<file path="src/rtl/counter_arbiter.sv">
`default_nettype none
// +----------------------------------------------------------------------------+
// | counter_arbiter: shares one 4-bit up-counter between NUM_REQ requesters,   |
// | running len-cycle bursts. Optional macro COUNTER_ARBITER_RR_EN selects     |
// | round-robin arbitration, otherwise fixed priority with lowest index first. |
// | Revision: 1.0                                                              |
// +----------------------------------------------------------------------------+
module counter_arbiter #(
    parameter int NUM_REQ = 4,
    parameter int LEN_W   = 8,
    parameter int WRAP_W  = LEN_W - 3
) (
    input  logic                     clk,
    input  logic                     rst_n,
    input  logic [NUM_REQ-1:0]       req,
    input  logic [NUM_REQ*LEN_W-1:0] len,
    output logic [NUM_REQ-1:0]       grant,
    output logic [NUM_REQ-1:0]       done,
    output logic [3:0]               result_count,
    output logic [WRAP_W-1:0]        result_wraps,
    output logic                     cnt_enable,
    input  logic [3:0]               cnt_count,
    input  logic                     cnt_overflow
);

    localparam int IDX_W = (NUM_REQ > 1) ? $clog2(NUM_REQ) : 1;

    typedef enum logic [1:0] {
        S_IDLE  = 2'd0,
        S_RUN   = 2'd1,
        S_DRAIN = 2'd2,
        S_DONE  = 2'd3
    } state_t;

    state_t             state_q, state_d;
    logic [IDX_W-1:0]   winner_q, winner_d;
    logic [LEN_W-1:0]   rem_q, rem_d;
    logic [WRAP_W-1:0]  wraps_q, wraps_d;

    logic               w_found;
    logic [IDX_W-1:0]   w_pick;
    logic [LEN_W-1:0]   w_pick_len;
    logic [NUM_REQ-1:0] w_winner_oh;

`ifdef COUNTER_ARBITER_RR_EN
    logic [IDX_W-1:0]   ptr_q, ptr_d;
    logic [IDX_W:0]     w_cand;

    // Search starts at the pointer and wraps modulo NUM_REQ.
    always_comb begin
        w_found = 1'b0;
        w_pick  = '0;
        w_cand  = '0;
        for (int k = 0; k < NUM_REQ; k++) begin
            w_cand = {1'b0, ptr_q} + k[IDX_W:0];
            if (w_cand >= NUM_REQ[IDX_W:0]) begin
                w_cand = w_cand - NUM_REQ[IDX_W:0];
            end
            if (!w_found && req[w_cand[IDX_W-1:0]]) begin
                w_found = 1'b1;
                w_pick  = w_cand[IDX_W-1:0];
            end
        end
    end

    always_ff @(posedge clk or negedge rst_n) begin
        if (!rst_n) begin
            ptr_q <= '0;
        end else begin
            ptr_q <= ptr_d;
        end
    end

    always_comb begin
        ptr_d = ptr_q;
        if (state_q == S_DONE) begin
            ptr_d = (winner_q == IDX_W'(NUM_REQ - 1)) ? '0 : winner_q + 1'b1;
        end
    end
`else
    // Scan from the top so the lowest requesting index is the last one written.
    always_comb begin
        w_found = 1'b0;
        w_pick  = '0;
        for (int k = NUM_REQ - 1; k >= 0; k--) begin
            if (req[k]) begin
                w_found = 1'b1;
                w_pick  = k[IDX_W-1:0];
            end
        end
    end
`endif

    assign w_pick_len = len[w_pick*LEN_W +: LEN_W];

    always_ff @(posedge clk or negedge rst_n) begin
        if (!rst_n) begin
            state_q  <= S_IDLE;
            winner_q <= '0;
            rem_q    <= '0;
            wraps_q  <= '0;
        end else begin
            state_q  <= state_d;
            winner_q <= winner_d;
            rem_q    <= rem_d;
            wraps_q  <= wraps_d;
        end
    end

    always_comb begin
        state_d  = state_q;
        winner_d = winner_q;
        rem_d    = rem_q;
        wraps_d  = wraps_q;
        case (state_q)
            S_IDLE: begin
                if (w_found) begin
                    winner_d = w_pick;
                    wraps_d  = '0;
                    if (w_pick_len == '0) begin
                        state_d = S_DONE;
                    end else begin
                        rem_d   = w_pick_len;
                        state_d = S_RUN;
                    end
                end
            end
            S_RUN: begin
                rem_d = rem_q - 1'b1;
                if (rem_q == LEN_W'(1)) begin
                    state_d = S_DRAIN;
                end
                if (cnt_overflow && (wraps_q != '1)) begin
                    wraps_d = wraps_q + 1'b1;
                end
            end
            S_DRAIN: begin
                // Last enabled edge's overflow pulse lands in this cycle.
                state_d = S_DONE;
                if (cnt_overflow && (wraps_q != '1)) begin
                    wraps_d = wraps_q + 1'b1;
                end
            end
            default: begin
                state_d = S_IDLE;
            end
        endcase
    end

    always_comb begin
        w_winner_oh           = '0;
        w_winner_oh[winner_q] = 1'b1;
        grant        = (state_q != S_IDLE) ? w_winner_oh : '0;
        done         = (state_q == S_DONE) ? w_winner_oh : '0;
        cnt_enable   = (state_q == S_RUN);
        result_count = (state_q == S_DONE) ? cnt_count : 4'd0;
        result_wraps = (state_q == S_DONE) ? wraps_q : '0;
    end

endmodule
`default_nettype wire

</file>
<file path="config.mk">
export PLATFORM = sky130hd
export DESIGN_NAME = counter_arbiter
export DESIGN_NICKNAME = d
export VERILOG_FILES = /design/src/rtl/counter_arbiter.sv
export SDC_FILE = /design/constraint.sdc
export NUM_CORES = 1
export LEC_CHECK = 0
export CAP_MARGIN = 20
export CORE_MARGIN = 4
export CORE_UTILIZATION = 46
export DETAILED_ROUTE_END_ITERATION = 6
export GPL_TIMING_DRIVEN = 0
export PLACE_DENSITY_LB_ADDON = 0.05
export REMOVE_ABC_BUFFERS = 1
export SYNTH_ARGS = -nofsm -noshare
export SYNTH_HDL_FRONTEND = slang
export SYNTH_SLANG_ARGS = --single-unit
</file>
<file path="constraint.sdc">
create_clock -name clk -period 2.8 [get_ports clk]
set_input_delay 0.28 -clock clk [delete_from_list [all_inputs] [get_ports clk]]
set_output_delay 0.28 -clock clk [all_outputs]
set_load 0.03 [all_outputs]
</file>
# Word-level counts from Yosys, hierarchy flattened
# Index checks and enable logic that the tools add are counted.
# classes
n_eq_ne,9
n_addsub,2
order_cmp,2
shifts,1
n_reduce_logical,12
muxes,24
# op_table
operator,count
32-bit by 6-bit variable part select with 8-bit output,1
8-bit 2-to-1 mux,2
8-bit one-hot mux with 2 select lines,1
5-bit 2-to-1 mux,3
2-bit 2-to-1 mux,7
4-bit 2-to-1 mux,3
5-bit one-hot mux with 2 select lines,1
8-bit by 1-bit == test with 1-bit output (second input constant),1
8-bit zero test,1
8-bit by 1-bit subtractor with 8-bit output (second input constant),1
2-bit one-hot mux with 3 select lines,1
3-bit AND reduction,2
2-bit nonzero test,3
5-bit by 1-bit adder with 5-bit output (second input constant),1
1-bit 2-to-1 mux,5
5-bit inequality test (second input constant),1
2-bit == test (second input constant),2
2-bit by 1-bit inequality test with 1-bit output (second input constant),2
2-bit inequality test (second input constant),2
2-bit AND reduction,2
2-bit by 3-bit < comparator with 1-bit output (second input constant),1
1-bit demux with 2-bit select,1
2-bit by 1-bit == test with 1-bit output (second input constant),1
2-bit by 1-bit >= comparator with 1-bit output (second input constant),1
3 further kinds,4
# totals
inputBits,43
regBits,17

# Depth between registers and ports, before layout
# Gate-level depths: netlist of the first run.
# depth
depth_word,9
depth_mapped,9

# Least setup slack after synthesis of the first run
# Ideal clock, no wire load.
# synth_timing
kind,register to register
startpoint,register state_q[1]
endpoint,register rem_q[7]
arrival_time_ns,1.924
required_ns,2.679
synth_period_minus_slack_ns,2.045
n_path_buf,1
stages_incl_launch_ff,8
slack_ns,0.755
path_cell_list,dfrtp_1 > inv_1 > ha_1 > clkbuf_1 > nand2_1 > o311ai_0 > o21ai_0 > a22o_1
# synth_between
elab_chain_len,3
# synth_rtl
element,line,text
start: declaration,35,"state_t state_q, state_d;"
start signal: assignment,103,state_q <= state_d;
2-bit by 1-bit == test with 1-bit output *,-,
named net cnt_enable,21,"output logic cnt_enable,"
2-bit nonzero test (no source line),-,
3-bit AND reduction (no source line),-,
end signal: assignment,105,rem_q <= rem_d;
end: declaration,37,"logic [LEN_W-1:0] rem_q, rem_d;"
# The timed path passes the listed nets; every way through them passes the cells marked *.
# A chain may end at the register's enable or synchronous reset.

# Final worst setup path of the first run
# layout_timing
startpoint,input req[0]
endpoint,register rem_q[0]
# layout_between
elab_chain_len,5
# layout_rtl
element,line,text
start: declaration,15,"input logic [NUM_REQ-1:0] req,"
2-bit 2-to-1 mux,86,if (req[k]) begin
32-bit by 6-bit variable part select with 8-bit output,94,assign w_pick_len = len[w_pick*LEN_W +: LEN_W];
8-bit zero test or 8-bit 2-to-1 mux (tied branches),120,if (w_pick_len == '0) begin
2-bit inequality test (no source line) or 8-bit 2-to-1 mux (tied branches),-,
3-bit AND reduction (no source line) or 8-bit one-hot mux with 2 select lines (tied branches),-,
# Parallel ways exist; a longest one is shown, timed or not. The select of a mux whose other input is x is not followed.

==> metrics.yaml, run 1 <==
power_leakage_uw: 0.00100
rsz0062_at_grt: "no"
rrSetupSlack_ns: 0.48
synth_edf_count: 0
yosysWarnings: 0
crit_buf_inv: 1
drv_slew: 0
coreArea_um2: 3720
io_pins: 61
end_kind: "register"
fp.dieH_um: 70.6
whs_ns: 0.464
hold_viol: 0
antenna_found_initial: 0
first_global_vias: 1718
worstPathRequired_ns: 2.93
fmaxAchievable_ghz: 0.387
max_stage_delay_ns: 0.73
die_area_um2: 4980
hp-class: "primary input to asynchronous set/reset pin"
dr.pass1.iters: 4
arrival_ns: 2.72
wl_per_cell_um: 14.4
grt_max_degree: 22
ys_seq_area_frac: 0.236
cp_slowest_cell: "clkdlybuf4s50_1"
dp.cells: 318
critical_path.top_delay_family: "simple AND/OR/NAND/NOR gates"
gr-total-overflow: 0
route.detailed.drc: 0
synth_cells: 226
clockRootBuffer: "clkbuf_8"
ant_nets: 0
wl_um: 4650
outcome: "completed"
p_sw_uw: 877
fin_util: 0.653
dr.first_iter.drc_count: 137
initial_core_util: 0.485
die_width_um: 70.6
fin_nets: 326
dp_hpwl_um: 3640
start_kind: "primary input"
core.rowCount: 22
synth_cell_types: 59
cts_htree_levels: 1
grt_pass1_wl_um: 7760
reg2reg_to: "rem_q[7]$_DFFE_PN0P_"
synth_seq_cells: 17
drive_above_1_share: 0.0803
via_per_inst: 5.84
synthArstFlopShare: 1.00
p_comb_frac: 0.630
layout_common_cells: "clkdlybuf4s50_1 (58), dfrtp_1 (17), nor2_1 (16), inv_1 (15)"
postCtsHoldBufs: 0
finClkSkew_ns: 0.00842
max-cap-violations: 0
insertion_delay_ns: 0.25
diodes: 0
syn2layout_area_growth_pct: 34.6
cts_made_buffers: 3
powerDensity_nw_per_um2: 764
worstPathMaxFanout: 20
r2r_start: "state_q[1]$_DFFE_PN0P_"
clkPwrFrac: 0.098
worstSetupPathType: "primary input to register"
vias: 1881
slew_headroom: 0.501
cts_max_path_buffers: 2
portBuffers: 60
cts.clk_slew.worst_paths_ns: 0.07
p_seq_frac: 0.272
layout_min_cycle_time_ns: 2.58
mappedNetlistArea_um2: 1800
final_common_cell: "clkdlybuf4s50_1"
reg2reg_depth: 6
cts_tree: "yes"
gp_congestion: 0.842
p_int_uw: 977
period_share: 0.923
syn_avg_cell_area_um2: 7.97
fin_cells: 322
grtUsageTotal: 0.186
sw_frac_of_total: 0.473
ys.flop_type: "dfrtp_1"
peakVddDrop_mv: 0.607
clock_sinks: 17
crit_chain: "clkdlybuf4s50_1 > nor2b_1 > nor3_1 > o41ai_4 > and3_2 > a221oi_1 > o31ai_1"
tightest_slew_ns: 0.746
finalSetupViolations: 0
==> final cells by class <==
class | instances | area (um2)
fillers | 331 | 1290
repair buffers | 60 | 606
inverters | 15 | 56.3
multi-input cells | 178 | 1230
clock buffers | 3 | 41.3
clock inverters | 1 | 5.00
well taps | 48 | 60.1
flip-flops and latches | 17 | 425
==> synthesized netlist by cell type (3+ instances only) <==
cell	instances	area share
nand4_1	4	0.014
buf_2	3	0.0083
nor4_1	3	0.010
and3_1	3	0.010
a2bb2oi_1	3	0.015
a22oi_1	4	0.017
buf_6	3	0.019
ha_1	8	0.056
o22ai_1	3	0.010
nor2_1	16	0.033
nand2_1	14	0.029
a21oi_1	14	0.039
o21bai_1	3	0.012
inv_1	15	0.031
nor3b_1	12	0.050
nor2b_1	8	0.028
clkbuf_1	8	0.017
a31oi_1	3	0.010
nand3_1	3	0.0083
and2_1	9	0.031
nor3_1	6	0.017
o21ai_0	12	0.033
dfrtp_1	17	0.24
o31ai_1	5	0.021
==> flip-flops by register name, indices dropped and copies added, names as in the netlist <==
register	flops
rem_q	8
wraps_q	5
state_q	2
winner_q	2
==> power groups by stage <==
stage                     combinational, uW  sequential, uW  clock, uW
final                                  1170             504        182
after global routing                   1300             524        197
after CTS                              1170             500        186
after detailed placement               1160             503          0
after global placement                 1150             501          0
after floorplan                         820             464          0
==> timing repair <==
item | in CTS | in global routing
gates resized for setup | 0 | 3
endpoints found under the setup margin | 0 | 6
buffers inserted | 0 | 0
hold endpoints to repair | 0 | 0
==> metrics by stage <==
stage	TNS [ns]	worst slack [ns]	area (um2)	total power, uW
3_3_place_gp	-0.649	-0.141	2370	1650
4_1_cts	0	0.0824	2410	1860
3_5_place_dp	-0.624	-0.152	2370	1670
5_1_grt	0	0.000965	2420	2020
2_1_floorplan	0	0.652	1710	1280
6_report	0	0.216	2420	1850
==> layer usage <==
| layer | share of wire | GRT usage | vias up |
|---|---|---|---|
| li1 | - | - | 930 |
| met1 | 0.45 | 0.243 | 878 |
| met2 | 0.45 | 0.308 | 68 |
| met3 | 0.080 | 0.0440 | 5 |
| met4 | 0.011 | 0.0543 | 0 |
| met5 | 0 | 0 | - |
==> kinds of logic after synthesis <==
| family | share of synthesized area |
|---|---|
| and+or+nand+nor | 0.319 |
| AOI/OAI and AO/OA | 0.273 |
| buffers and inverters | 0.0833 |
| DFF | 0.236 |
| adders and majority gates | 0.0556 |
| muxes | 0.0236 |
| xor gates and xnor gates | 0.00972 |
==> worst max path at each step <==
| stage | start | end | slack, ns | cells after the start |
|---|---|---|---|---|
| final | req[0] | rem_q[0]$_DFFE_PN0P_ | 0.22 | 7 |
| after global routing | req[0] | rem_q[0]$_DFFE_PN0P_ | 0.001 | 7 |
| after CTS | req[2] | rem_q[0]$_DFFE_PN0P_ | 0.08 | 7 |
| after detailed placement | req[2] | rem_q[0]$_DFFE_PN0P_ | -0.15 | 7 |
| after global placement | req[2] | rem_q[0]$_DFFE_PN0P_ | -0.14 | 7 |
| after floorplan | state_q[1]$_DFFE_PN0P_ | rem_q[7]$_DFFE_PN0P_ | 0.65 | 6 |
Power figures use the tool's default switching activity.
==> run 2: changes to the inputs <==
--- a/config.mk
+++ b/config.mk
@@ -12,6 +12,7 @@
 export GPL_TIMING_DRIVEN = 0
 export PLACE_DENSITY_LB_ADDON = 0.05
 export REMOVE_ABC_BUFFERS = 1
+export SKIP_CTS_REPAIR_TIMING = 1
 export SYNTH_ARGS = -nofsm -noshare
 export SYNTH_HDL_FRONTEND = slang
 export SYNTH_SLANG_ARGS = --single-unit
==> results of run 2 <==
Same layout as run 1: the final DEF is identical, and so are final timing and power.
==> run 3: changes to the inputs <==
--- a/config.mk
+++ b/config.mk
@@ -6,6 +6,7 @@
 export NUM_CORES = 1
 export LEC_CHECK = 0
 export CAP_MARGIN = 20
+export CORE_ASPECT_RATIO = 1.2
 export CORE_MARGIN = 4
 export CORE_UTILIZATION = 46
 export DETAILED_ROUTE_END_ITERATION = 6
==> run 3 against run 2 <==
- count of clock-buffer cells in the layout is the same
- die area hardly changed
- critical path type unchanged
- highest routed layer unchanged
- largest power group unchanged
- critical path depth stayed put
- clock power up 2%
- setup slack better by 0.012 ns
- first-iteration DRC count fell by 39%
- hold slack improved by 0.017 ns
- register-to-register slack improved by 0.04 ns
- clock skew decreased by 0.0033 ns
- total power shrank 0.11%
- largest cell class unchanged
- routed wire length rose by 2.8%
- core utilization increased by 0.53 points
==> metrics.yaml, run 3 (synthesis gave the netlist of run 1 again) <==
worstSetupPathType: "primary input to register"  # unchanged
hp-class: "primary input to asynchronous set/reset pin"  # unchanged
vias: 1808  # was 1881
ant_nets: 0  # unchanged
cts_made_buffers: 3  # unchanged
dr.pass1.iters: 4  # unchanged
worstPathRequired_ns: 2.94  # was 2.93 ns
die_width_um: 65.1  # was 70.6 um
grt_pass1_wl_um: 8050  # was 7760 um
clockRootBuffer: "clkbuf_8"  # unchanged
core.rowCount: 24  # was 22
drv_slew: 0  # unchanged
worstPathMaxFanout: 20  # unchanged
layout_min_cycle_time_ns: 2.57  # was 2.58 ns
fin_cells: 326  # was 322
top_layer: "met4"  # unchanged
layout_common_cells: "clkdlybuf4s50_1 (58), dfrtp_1 (17), nor2_1 (16), inv_1 (15)"  # unchanged
p_int_uw: 976  # was 977 uW
period_share: 0.919  # was 0.923
start_kind: "primary input"  # unchanged
finClkSkew_ns: 0.00510  # was 0.00842 ns
rrSetupSlack_ns: 0.52  # was 0.48 ns
top_regs: "rem_q x8, wraps_q x5"  # unchanged
io_pins: 61  # unchanged
wl_um: 4780  # was 4650 um
cts_tree: "yes"  # unchanged
powerDensity_nw_per_um2: 762  # was 764 nW/um2
gp_congestion: 0.860  # was 0.842
total_power_uw: 1850  # about the same
fill_cells: 337  # was 331
final_common_cell: "clkdlybuf4s50_1"  # unchanged
finalSetupViolations: 0  # unchanged
tns_ns: 0  # unchanged
regMostFlops: "rem_q"  # unchanged
die_area_um2: 4990  # was 4980 um2
layout_setup_ws_ns: 0.228  # was 0.216 ns
tightest_slew_ns: 0.792  # was 0.746 ns
largest_register_ffs: 8  # unchanged
p_comb_frac: 0.631  # was 0.630
initial_core_util: 0.488  # was 0.485
reg2reg_depth: 6  # unchanged
syn2layout_area_growth_pct: 34.9  # was 34.6%
clock_sinks: 17  # unchanged
p_seq_frac: 0.269  # was 0.272
end_kind: "register"  # unchanged
fp.dieH_um: 76.6  # was 70.6 um
antenna_found_initial: 0  # unchanged
sw_frac_of_total: 0.473  # about the same
drt-met1-wl_um: 2040  # was 2110 um
fmaxAchievable_ghz: 0.389  # was 0.387 GHz
portBuffers: 60  # unchanged
hold_viol: 0  # unchanged
first_global_vias: 1710  # was 1718
arrival_ns: 2.71  # was 2.72 ns
wl_met3_um: 215  # was 373 um
crit_chain: "clkdlybuf4s50_1 > nor2b_1 > nor3_1 > a22oi_1 > and4_4 > and4_1 > a221o_1"  # was clkdlybuf4s50_1 > nor2b_1 > nor3_1 > o41ai_4 > and3_2 > a221oi_1 > o31ai_1
met2WireLength_um: 2460  # was 2110 um
outcome: "completed"  # unchanged
peakVddDrop_mv: 0.410  # was 0.607 mV
power_leakage_uw: 0.00100  # unchanged
cts.clk_slew.worst_paths_ns: 0.07  # about the same
slew_headroom: 0.470  # was 0.501
rsz0062_at_grt: "no"  # unchanged
dp.cells: 322  # was 318
fin_nets: 326  # unchanged
drive_above_1_share: 0.0803  # unchanged
max-cap-violations: 0  # unchanged
coreArea_um2: 3690  # was 3720 um2
clkPwrFrac: 0.101  # was 0.098
wl_per_cell_um: 14.7  # was 14.4 um
whs_ns: 0.480  # was 0.464 ns
cts_max_path_buffers: 2  # unchanged
grt_max_degree: 22  # unchanged
post-place-ws_ns: -0.177  # was -0.152 ns
max_stage_delay_ns: 0.73  # about the same
p_sw_uw: 875  # was 877 uW
cp_slowest_cell: "clkdlybuf4s50_1"  # unchanged
cts_htree_levels: 1  # unchanged
diodes: 0  # unchanged
insertion_delay_ns: 0.26  # was 0.25 ns
dp_hpwl_um: 3710  # was 3640 um
grtUsageTotal: 0.196  # was 0.186
gr-total-overflow: 0  # unchanged
via_per_inst: 5.55  # was 5.84
dr.first_iter.drc_count: 83  # was 137
route.detailed.drc: 0  # unchanged
==> run 3: cell counts in the layout (fill, tap and decap cells not counted) <==
No cell type changed its count.
==> run 3: worst paths after layout <==
path | to | startpoint
setup / recovery | rem_q[1]$_DFFE_PN0P_ | req[0]
max in group asynchronous | rem_q[1]$_DFFE_PN0P_ | rst_n
hold / removal | wraps_q[4]$_DFFE_PN0P_ | rst_n
hold reg to reg | rem_q[6]$_DFFE_PN0P_ | rem_q[6]$_DFFE_PN0P_
setup reg to reg | rem_q[7]$_DFFE_PN0P_ | state_q[1]$_DFFE_PN0P_
min in group clk | rem_q[6]$_DFFE_PN0P_ | rem_q[6]$_DFFE_PN0P_
==> run 3: layout make-up <==
class	instances	area, um2	area share
sequential	17	425	0.175
timing repair buffer	60	606	0.249
multi-input combinational	178	1230	0.507
inverter	15	56.3	0.0232
tap	52	65.1	0.0268
clock buffer	3	41.3	0.0170
clock inverter	1	5.00	0.00206
==> run 3: power groups by stage <==
stage / Sequential [uW] / Clock (uW) / Combinational (uW)
3_5_place_dp: 498 / 0 / 1170
2_1_floorplan: 464 / 0 / 820
3_3_place_gp: 496 / 0 / 1160
4_1_cts: 495 / 192 / 1170
5_1_grt: 525 / 207 / 1310
6_report: 498 / 186 / 1170
==> run 3: per-stage QoR <==
step | util | instance area, um2
after CTS | 0.655 | 2420
after floorplan | - | 1710
after global placement | 0.643 | 2370
final | 0.658 | 2430
after detailed placement | 0.643 | 2370
after global routing | 0.658 | 2430
==> run 3: metal layers <==
layer	vias to the layer above	GRT usage
met5	-	0
met4	0	0.0519
met3	8	0.0354
met2	46	0.338
met1	827	0.249
li1	927	-
==> run 3: worst max-delay path, delay by kind of cell <==
kind	cells	cell delay (ns)
buffers and inverters	1	0.73
AO/OA/AOI/OAI	2	0.44
AND/OR/NAND/NOR	4	1.27
